===== config.mk =====
export PLATFORM = sky130hd
export DESIGN_NAME = branch_predictor
export DESIGN_NICKNAME = d
export VERILOG_FILES = /design/src/rtl/branch_predictor_pkg.sv /design/src/rtl/bp_btb.sv /design/src/rtl/branch_predictor.sv
export SDC_FILE = /design/constraint.sdc
export NUM_CORES = 1
export LEC_CHECK = 0
export BUFFER_PORTS_ARGS = -buffer_cell sky130_fd_sc_hd__buf_2
export CAP_MARGIN = 30
export CORE_MARGIN = 2
export CORE_UTILIZATION = 47
export CTS_CLUSTER_DIAMETER = 60
export DETAILED_ROUTE_END_ITERATION = 8
export PLACE_DENSITY = 0.61
export RECOVER_POWER = 25
export SKIP_CTS_REPAIR_TIMING = 1
export SYNTH_ARGS = -nofsm -noshare
export SYNTH_HDL_FRONTEND = slang
export SYNTH_HIERARCHICAL = 1
export SYNTH_SLANG_ARGS = --single-unit
export TNS_END_PERCENT = 5

===== constraint.sdc =====
create_clock -name clk -period 4.5 [get_ports clk]
set_input_delay 0.675 -clock clk [delete_from_list [all_inputs] [get_ports clk]]
set_output_delay 0.675 -clock clk [all_outputs]
set_load 0.03 [all_outputs]

===== src/rtl/branch_predictor_pkg.sv =====
// branch_predictor_pkg: shared mode constants and direction-counter helpers
package branch_predictor_pkg;
  localparam int MODE_BIMODAL = 0;
  localparam int MODE_GSHARE = 1;
  function automatic int unsigned cnt_init(int unsigned bits);
    return (32'd1 << (bits - 1)) - 32'd1;
  endfunction
  function automatic int unsigned sat_step(int unsigned v, logic up, int unsigned bits);
    int unsigned mx;
    mx = (32'd1 << bits) - 32'd1;
    return up ? (v == mx ? v : v + 32'd1) : (v == 32'd0 ? v : v - 32'd1);
  endfunction
endpackage


===== src/rtl/bp_btb.sv =====
// bp_btb: direct-mapped BTB; ports clk/reset_n, comb read (rd_pc -> hit, target), sync write (wr_en, wr_pc, wr_target), async valid clear
module bp_btb
  import branch_predictor_pkg::*;
#(
  parameter int WORD_SIZE = 16,
  parameter int INDEX_BITS = 4
) (
  input  logic                 clk,
  input  logic                 reset_n,
  input  logic [WORD_SIZE-1:0] rd_pc,
  output logic                 hit,
  output logic [WORD_SIZE-1:0] target,
  input  logic                 wr_en,
  input  logic [WORD_SIZE-1:0] wr_pc,
  input  logic [WORD_SIZE-1:0] wr_target
);
  localparam int N = 1 << INDEX_BITS;
  localparam int TW = WORD_SIZE - INDEX_BITS;
  logic [N-1:0] valid;
  logic [TW-1:0] tags [N];
  logic [WORD_SIZE-1:0] tgts [N];
  logic [INDEX_BITS-1:0] ridx, widx;
  assign ridx = rd_pc[INDEX_BITS-1:0];
  assign widx = wr_pc[INDEX_BITS-1:0];
  assign hit = valid[ridx] && tags[ridx] == rd_pc[WORD_SIZE-1:INDEX_BITS];
  assign target = tgts[ridx];
  always_ff @(posedge clk or negedge reset_n)
    if (!reset_n) valid <= '0;
    else if (wr_en) valid[widx] <= 1'b1;
  always_ff @(posedge clk)
    if (wr_en) begin
      tags[widx] <= wr_pc[WORD_SIZE-1:INDEX_BITS];
      tgts[widx] <= wr_target;
    end
endmodule


===== src/rtl/branch_predictor.sv =====
// branch_predictor: BTB + saturating direction counters (bimodal/gshare); if_pc -> pred_*, upd_* trains, mispredict/mispredict_cnt report
module branch_predictor
  import branch_predictor_pkg::*;
#(
  parameter int WORD_SIZE = 16,
  parameter int INDEX_BITS = 4,
  parameter int CNT_BITS = 2,
  parameter int HIST_BITS = 4,
  parameter int MODE = 0
) (
  input  logic                 clk,
  input  logic                 reset_n,
  input  logic [WORD_SIZE-1:0] if_pc,
  output logic                 pred_hit,
  output logic                 pred_taken,
  output logic [WORD_SIZE-1:0] pred_target,
  output logic [HIST_BITS-1:0] pred_hist,
  input  logic                 upd_valid,
  input  logic [WORD_SIZE-1:0] upd_pc,
  input  logic                 upd_is_cond,
  input  logic                 upd_taken,
  input  logic [WORD_SIZE-1:0] upd_target,
  input  logic [HIST_BITS-1:0] upd_hist,
  input  logic                 upd_pred_taken,
  input  logic [WORD_SIZE-1:0] upd_pred_target,
  output logic                 mispredict,
  output logic [WORD_SIZE-1:0] mispredict_cnt
);
  localparam int N = 1 << INDEX_BITS;
  localparam logic [CNT_BITS-1:0] CNT_INIT = CNT_BITS'(cnt_init(CNT_BITS));
  logic [CNT_BITS-1:0] cnt [N];
  logic [HIST_BITS-1:0] ghr;
  logic [INDEX_BITS-1:0] cidx, upd_cidx;
  logic btb_hit;
  logic [WORD_SIZE-1:0] btb_target;
  bp_btb #(.WORD_SIZE(WORD_SIZE), .INDEX_BITS(INDEX_BITS)) u_btb (
    .clk(clk),
    .reset_n(reset_n),
    .rd_pc(if_pc),
    .hit(btb_hit),
    .target(btb_target),
    .wr_en(upd_valid && upd_taken),
    .wr_pc(upd_pc),
    .wr_target(upd_target)
  );
  assign cidx = MODE == MODE_GSHARE ? if_pc[INDEX_BITS-1:0] ^ INDEX_BITS'(ghr) : if_pc[INDEX_BITS-1:0];
  assign upd_cidx = MODE == MODE_GSHARE ? upd_pc[INDEX_BITS-1:0] ^ INDEX_BITS'(upd_hist) : upd_pc[INDEX_BITS-1:0];
  assign pred_hit = btb_hit;
  assign pred_taken = btb_hit && cnt[cidx][CNT_BITS-1];
  assign pred_target = pred_taken ? btb_target : if_pc + WORD_SIZE'(1);
  assign pred_hist = ghr;
  assign mispredict = upd_valid && (upd_taken != upd_pred_taken || (upd_taken && upd_target != upd_pred_target));
  always_ff @(posedge clk or negedge reset_n)
    if (!reset_n) begin
      for (int i = 0; i < N; i++) cnt[i] <= CNT_INIT;
      ghr <= '0;
      mispredict_cnt <= '0;
    end else begin
      if (upd_valid) cnt[upd_cidx] <= upd_is_cond ? CNT_BITS'(sat_step(32'(cnt[upd_cidx]), upd_taken, CNT_BITS)) : '1;
      if (upd_valid && upd_is_cond) ghr <= HIST_BITS'({ghr, upd_taken});
      if (mispredict && ~&mispredict_cnt) mispredict_cnt <= mispredict_cnt + WORD_SIZE'(1);
    end
endmodule

======== Yosys cells after proc, flatten, opt, wreduce, memory -nomap -nowiden ========
Memory sizes are Yosys's and may differ from the RTL's.
Cells that the tools add are included.
word-level totals
  register bits after elaboration ......... 68
  RAM bits ................................ 448
  input port bits ......................... 74
  memories ................................ 2
memories
  name        depth  bits a word  read ports  clocked after Yosys merged registers in  write ports  RTL line      source
  u_btb.tgts  16     16           1           0                                        1            bp_btb.sv:21  logic [WORD_SIZE-1:0] tgts [N];
  u_btb.tags  16     12           1           0                                        1            bp_btb.sv:20  logic [TW-1:0] tags [N];
cells by class
  order comparisons ....................... 6
  reductions and logical operators ........ 13
  bitwise logic cells ..................... 3
  muxes and demuxes ....................... 20
  add/sub/neg operators ................... 4
  eq/ne operators ......................... 4
operator list
  operator                                                     count
  adder 16 x 1 -> 16 bit (second input constant)               2
  bitwise mux 32 bit                                           1
  2-to-1 mux 2 bit                                             9
  binary-select mux 2 bit (select 4 bit)                       2
  2-to-1 mux 16 bit                                            1
  != test 16 bit                                               1
  bitwise OR 16 bit                                            1
  AND reduction 16 bit                                         1
  equality test 12 bit                                         1
  >= comparator 5 bit (second input constant)                  2
  less-than comparator 4 x 5 -> 1 bit (second input constant)  2
  NOT 4 -> 5 bit                                               2
  logical AND 1 bit                                            9
  demux 2 bit (select 4 bit)                                   1
  less-than comparator 5 x 1 -> 1 bit (second input constant)  1
  binary-select mux 1 bit (select 4 bit)                       1
  demux 1 bit (select 4 bit)                                   1
  >= comparator 4 x 1 -> 1 bit (second input constant)         1
  2-to-1 mux 1 bit                                             4
  adder 2 x 1 -> 2 bit (second input constant)                 1
  equality test 2 bit (second input constant)                  1
  logical NOT 2 bit                                            1
  subtractor 2 x 1 -> 2 bit (second input constant)            1
  logical NOT 1 bit                                            1
  2 further kinds                                              2

======== Longest topological paths before layout ========
  word-level depth ........................ 9
  gate-level depth with buffers ........... 14
  depth with buffers taken out ............ 9

======== Cells and area by module ========
The synthesis kept the hierarchy.
modules (own cells, without submodules)
  module            area each (um^2)  seq. area each (um^2)  cells each  times used
  bp_btb            17,848.4          13,853.3               753         1
  branch_predictor  3,399.5           1,321.3                346         1

======== Worst setup path after synthesis ========
Ideal clock, no wire load.
  path type ............................... input to output
  start point ............................. input if_pc[0]
  end point ............................... output pred_target[0]
  buffers on the path ..................... 3
  arrival ................................. 3.914 ns
  required time ........................... 3.825 ns
  path slack .............................. -0.089 ns
  stages .................................. 11
  cell sequence ........................... buf_6 > buf_2 > mux4_2 > mux2i_1 > mux2i_1 > a221oi_1 > nand4b_1 > nor4_2 > o211ai_2 > buf_2 > a21oi_1
between the ends
  elaborated cells on any way between the ends .. 13
  those cells by class .................... 1 x add/sub; 1 x eq/ne; 6 x mux; 1 x bitwise; 2 x reduce/logical; 2 x memory
RTL lines
  element                                                                                     RTL line                source
  start: declaration                                                                          branch_predictor.sv:13  input logic [WORD_SIZE-1:0] if_pc,
  memory read (16 x 12 bit) / binary-select mux 1 bit (select 4 bit) (equally long branches)  --
  equality test 12 bit / 2-to-1 mux 1 bit (equally long branches)                             bp_btb.sv:25            assign hit = valid[ridx] && tags[ridx] == rd_pc[WORD_SIZE-1:INDEX_BITS];
  logical AND 1 bit (*)                                                                       bp_btb.sv:25
  named net pred_hit                                                                          branch_predictor.sv:14  output logic pred_hit,
  logical AND 1 bit (*)                                                                       branch_predictor.sv:49  assign pred_taken = btb_hit && cnt[cidx][CNT_BITS-1];
  2-to-1 mux 16 bit (*)                                                                       branch_predictor.sv:50  assign pred_target = pred_taken ? btb_target : if_pc + WORD_SIZE'(1);
  end: declaration                                                                            branch_predictor.sv:16  output logic [WORD_SIZE-1:0] pred_target,
The timed path passes the listed nets; every way through them passes the cells marked *. The select of a mux whose other input is x is not followed.

======== Worst setup path after layout ========
  start point ............................. input if_pc[0]
  end point ............................... output pred_target[12]
between the ends
  word-level cells in the longest chain between the ends .. 6
  elaborated cells on any way between the ends .. 13
  those cells by class .................... 1 x add/sub; 1 x eq/ne; 6 x mux; 1 x bitwise; 2 x reduce/logical; 2 x memory
ends and longest elaborated chain
  element                                                            RTL line
  branches (longest 5 deep; another with memory read (16 x 12 bit))  --
  2-to-1 mux 16 bit (*)                                              branch_predictor.sv:50
Mark *: on every way between the ends. The select of a mux whose other input is x is not followed.

==> flow_summary.toml <==
[status]
status = "completed"

[flow_run]
max_cap_violations = 0

[route]
drc_errors = 0
drt_pass1_iterations = 5
wire_per_inst_um = 26.9
num_vias = 11200
drtIter0Drc = 1017
postRouteAntennaNets = 0
vias_per_cell = 5.84
drt_wl_total_um = 51800

[global_route]
grt_start_max_net_pins = 69
grt_pass1_vias = 11300
antenna_found_initial = 6
grt_pass1_wl_um = 75600
grt.total_usage = 0.224
overflow = 0

[timing]
slew_viol_final = 0
setup_viol = 0
rsz0062_at_grt = "yes"
hold_viol_final = 0
worstMarginPinSlew_ns = 0.900
hold_ws_ns = 0.293
fin_crit_ns = 4.38
setup-tns-final_ns = 0
layout_setup_ws_ns = 0.121
fin_skew_ns = 0.00797
slew_headroom = 0.400
max_freq_mhz = 228
finalCritPeriodShare = 0.973

[final_layout]
mostFrequentLayoutCell = "edfxtp_1"
fin_cells = 1923
drive_gt1_frac = 0.348
syn_to_final_growth_pct = 16.6
fin_nets = 1363
final_cell_mix = "edfxtp_1 (448), mux4_2 (134), buf_2 (84), buf_4 (65), clkbuf_16 (56)"
fin_area_um2 = 24800
fin_util = 0.558

[worst_setup_path]
path_max_fanout = 8
path_cells = "buf_16 > buf_12 > buf_12 > mux4_2 > mux2i_1 > buf_4 > mux2i_1 > a221oi_1 > nand4b_1 > nor4_4 > buf_6 > o211ai_4 > buf_6 > nor2_1 > a21oi_1 > buf_4 > buf_6"
start_kind = "primary input"
crit_top_cell = "buf_6"
critical-path-max-stage-delay_ns = 0.50
critPathRequiredTime_ns = 3.83
rr_startpoint = "mispredict_cnt[0]$_DFFE_PN0P_"
cp.arrival_ns = 3.70
worstSetupEndpointType = "output port"
slowest_stage = "mux4_2"
crit_family = "buffers and inverters"
crit_type = "in2out"
crit_buf_inv = 8
crit_start = "if_pc[0]"

[pwr]
irDropWorstVdd_mv = 0.283
internal_power_mw = 8.30
power_density_nw_per_um2 = 438
p_leak_nw = 8.31
combPwrFrac = 0.104
finalPower_mw = 10.9
clkPwrFrac = 0.382
switching_share = 0.236
p_seq_frac = 0.514
p_switching_mw = 2.56

[yosys]
synth_edf_count = 448
synth_fp_nets = 1175
yosys_warnings = 6
synth.cell_area_um2 = 21200
synth_cells = 1099
syn-mean-instance-area_um2 = 19.3
ys_seq_area_frac = 0.714
ys.flop_type = "edfxtp_1"
async_flop_share = 0.132
synth.distinct_cells = 62
ys_ff_latch = 516

[placement]
portBuffers = 108
routabilityCongestion = 0.787
dp_hpwl_um = 31900
dpl.cell_count = 1812
placed_area_um2 = 22900
place_ws_ns = -0.0239

[floorplanning]
dieHeight_um = 217
ios = 113
rows = 77
coreArea_um2 = 44400
fp.dieW_um = 217
start_util = 0.478
dieArea_um2 = 46900

[clocking]
clock_latency_ns = 0.59
clk_pin_slew_worst_paths_ns = 0.05
cts_tree = "yes"
cts_buffer_depth = 3
clkSinkCount = 516
cts_root_buffer = "clkbuf_16"
cts_max_level = 2
cts_inserted_buffers = 53

[hold_path]
hp-class = "in2async"
==> kinds of logic (layout without fill, tap and decap cells) <==
family,after synthesis,in the layout,share of synthesized area
muxes,190,190,0.171
and+or+nand+nor,200,200,0.0476
buffers and inverters,56,282,0.0139
xor gates and xnor gates,55,55,0.0227
adders and majority gates,4,4,0.00224
AOI/OAI and AO/OA,78,79,0.0283
DFF,516,516,0.714
other,0,5,0
==> routing by layer <==
metal | GRT usage | part of all wire | wire length, um | vias up
li1 | - | - | - | 4872
met1 | 0.318 | 0.44 | 22600 | 5952
met2 | 0.354 | 0.48 | 24800 | 331
met3 | 0.0472 | 0.060 | 3110 | 70
met4 | 0.0614 | 0.023 | 1170 | 6
met5 | 0 | 0.00077 | 40 | -
==> cells in the mapped netlist, types with 3 or more instances <==
library cell | n | area share
a211oi_1 | 3 | 0.0011
a21oi_1 | 22 | 0.0052
a22oi_1 | 6 | 0.0021
a22oi_2 | 3 | 0.0018
a31oi_1 | 11 | 0.0032
and2_1 | 4 | 0.0012
and3_1 | 7 | 0.0021
and4_1 | 4 | 0.0016
buf_2 | 25 | 0.0059
buf_6 | 3 | 0.0016
clkbuf_1 | 16 | 0.0028
dfrtp_1 | 52 | 0.061
dfstp_2 | 16 | 0.020
edfxtp_1 | 448 | 0.63
inv_1 | 6 | 0.0011
mux2_1 | 6 | 0.0032
mux2_2 | 14 | 0.0074
mux2i_1 | 33 | 0.016
mux4_2 | 134 | 0.14
nand2_1 | 31 | 0.0055
nand2b_1 | 5 | 0.0015
nand3_1 | 23 | 0.0054
nand3b_1 | 4 | 0.0014
nand4_1 | 7 | 0.0021
nor2_1 | 63 | 0.011
nor2b_1 | 5 | 0.0015
nor3_1 | 14 | 0.0033
nor4_1 | 6 | 0.0018
o22a_1 | 17 | 0.0070
o22ai_1 | 3 | 0.00088
or2_2 | 16 | 0.0047
or3b_2 | 3 | 0.0012
xnor2_1 | 32 | 0.013
xor2_1 | 23 | 0.0095
==> path summary, 6_finish.rpt <==
| path | endpoint | slack (ns) | cells after the start |
|---|---|---|---|
| worst max-delay path | pred_target[12] | 0.12 | 17 |
| worst min-delay path | pred_hist[3]$_DFFE_PN0P_ | 0.29 | 2 |
| worst max register to register | mispredict_cnt[1]$_DFFE_PN0P_ | 2.29 | 6 |
| worst min register to register | u_btb/valid[0]$_DFFE_PN0P_ | 0.47 | 1 |
| max in group asynchronous | u_btb/valid[14]$_DFFE_PN0P_ | 3.62 | 2 |
| min in group clk | u_btb/valid[0]$_DFFE_PN0P_ | 0.47 | 1 |
==> sequential cells by signal, indices dropped and copies added, names as in the netlist <==
register / flops
u_btb/valid: 16
cnt: 32
pred_hist: 4
mispredict_cnt: 16
u_btb/tags: 192
u_btb/tgts: 256
==> final cells by class <==
class                   instances  area, um2
inverters                       7       26.3
diodes                          5       12.5
clock buffers                  64       1430
flip-flops and latches        516      15200
clock inverters                30        209
multi-input cells             528       5960
well taps                     592        741
fillers                      3449      19600
repair buffers                181       1230
==> power groups by stage <==
stage / Combinational [mW] / Sequential [mW] / Clock [mW]
after global placement: 1.10 / 5.67 / 0
after detailed placement: 1.11 / 5.67 / 0
final: 1.13 / 5.58 / 4.15
after floorplan: 0.628 / 5.74 / 0
after CTS: 1.12 / 5.58 / 4.24
after global routing: 1.21 / 5.61 / 4.43
==> worst reg2reg max path: cells and delay by family, from the launching register on <==
family	cells	cell delay, ns
adder cells (fa/ha/maj)	1	0.18
flip-flops	1	0.40
multiplexers	1	0.35
AND/OR/NAND/NOR	4	1.18
Note: power is estimated with default switching activity, not from simulation.
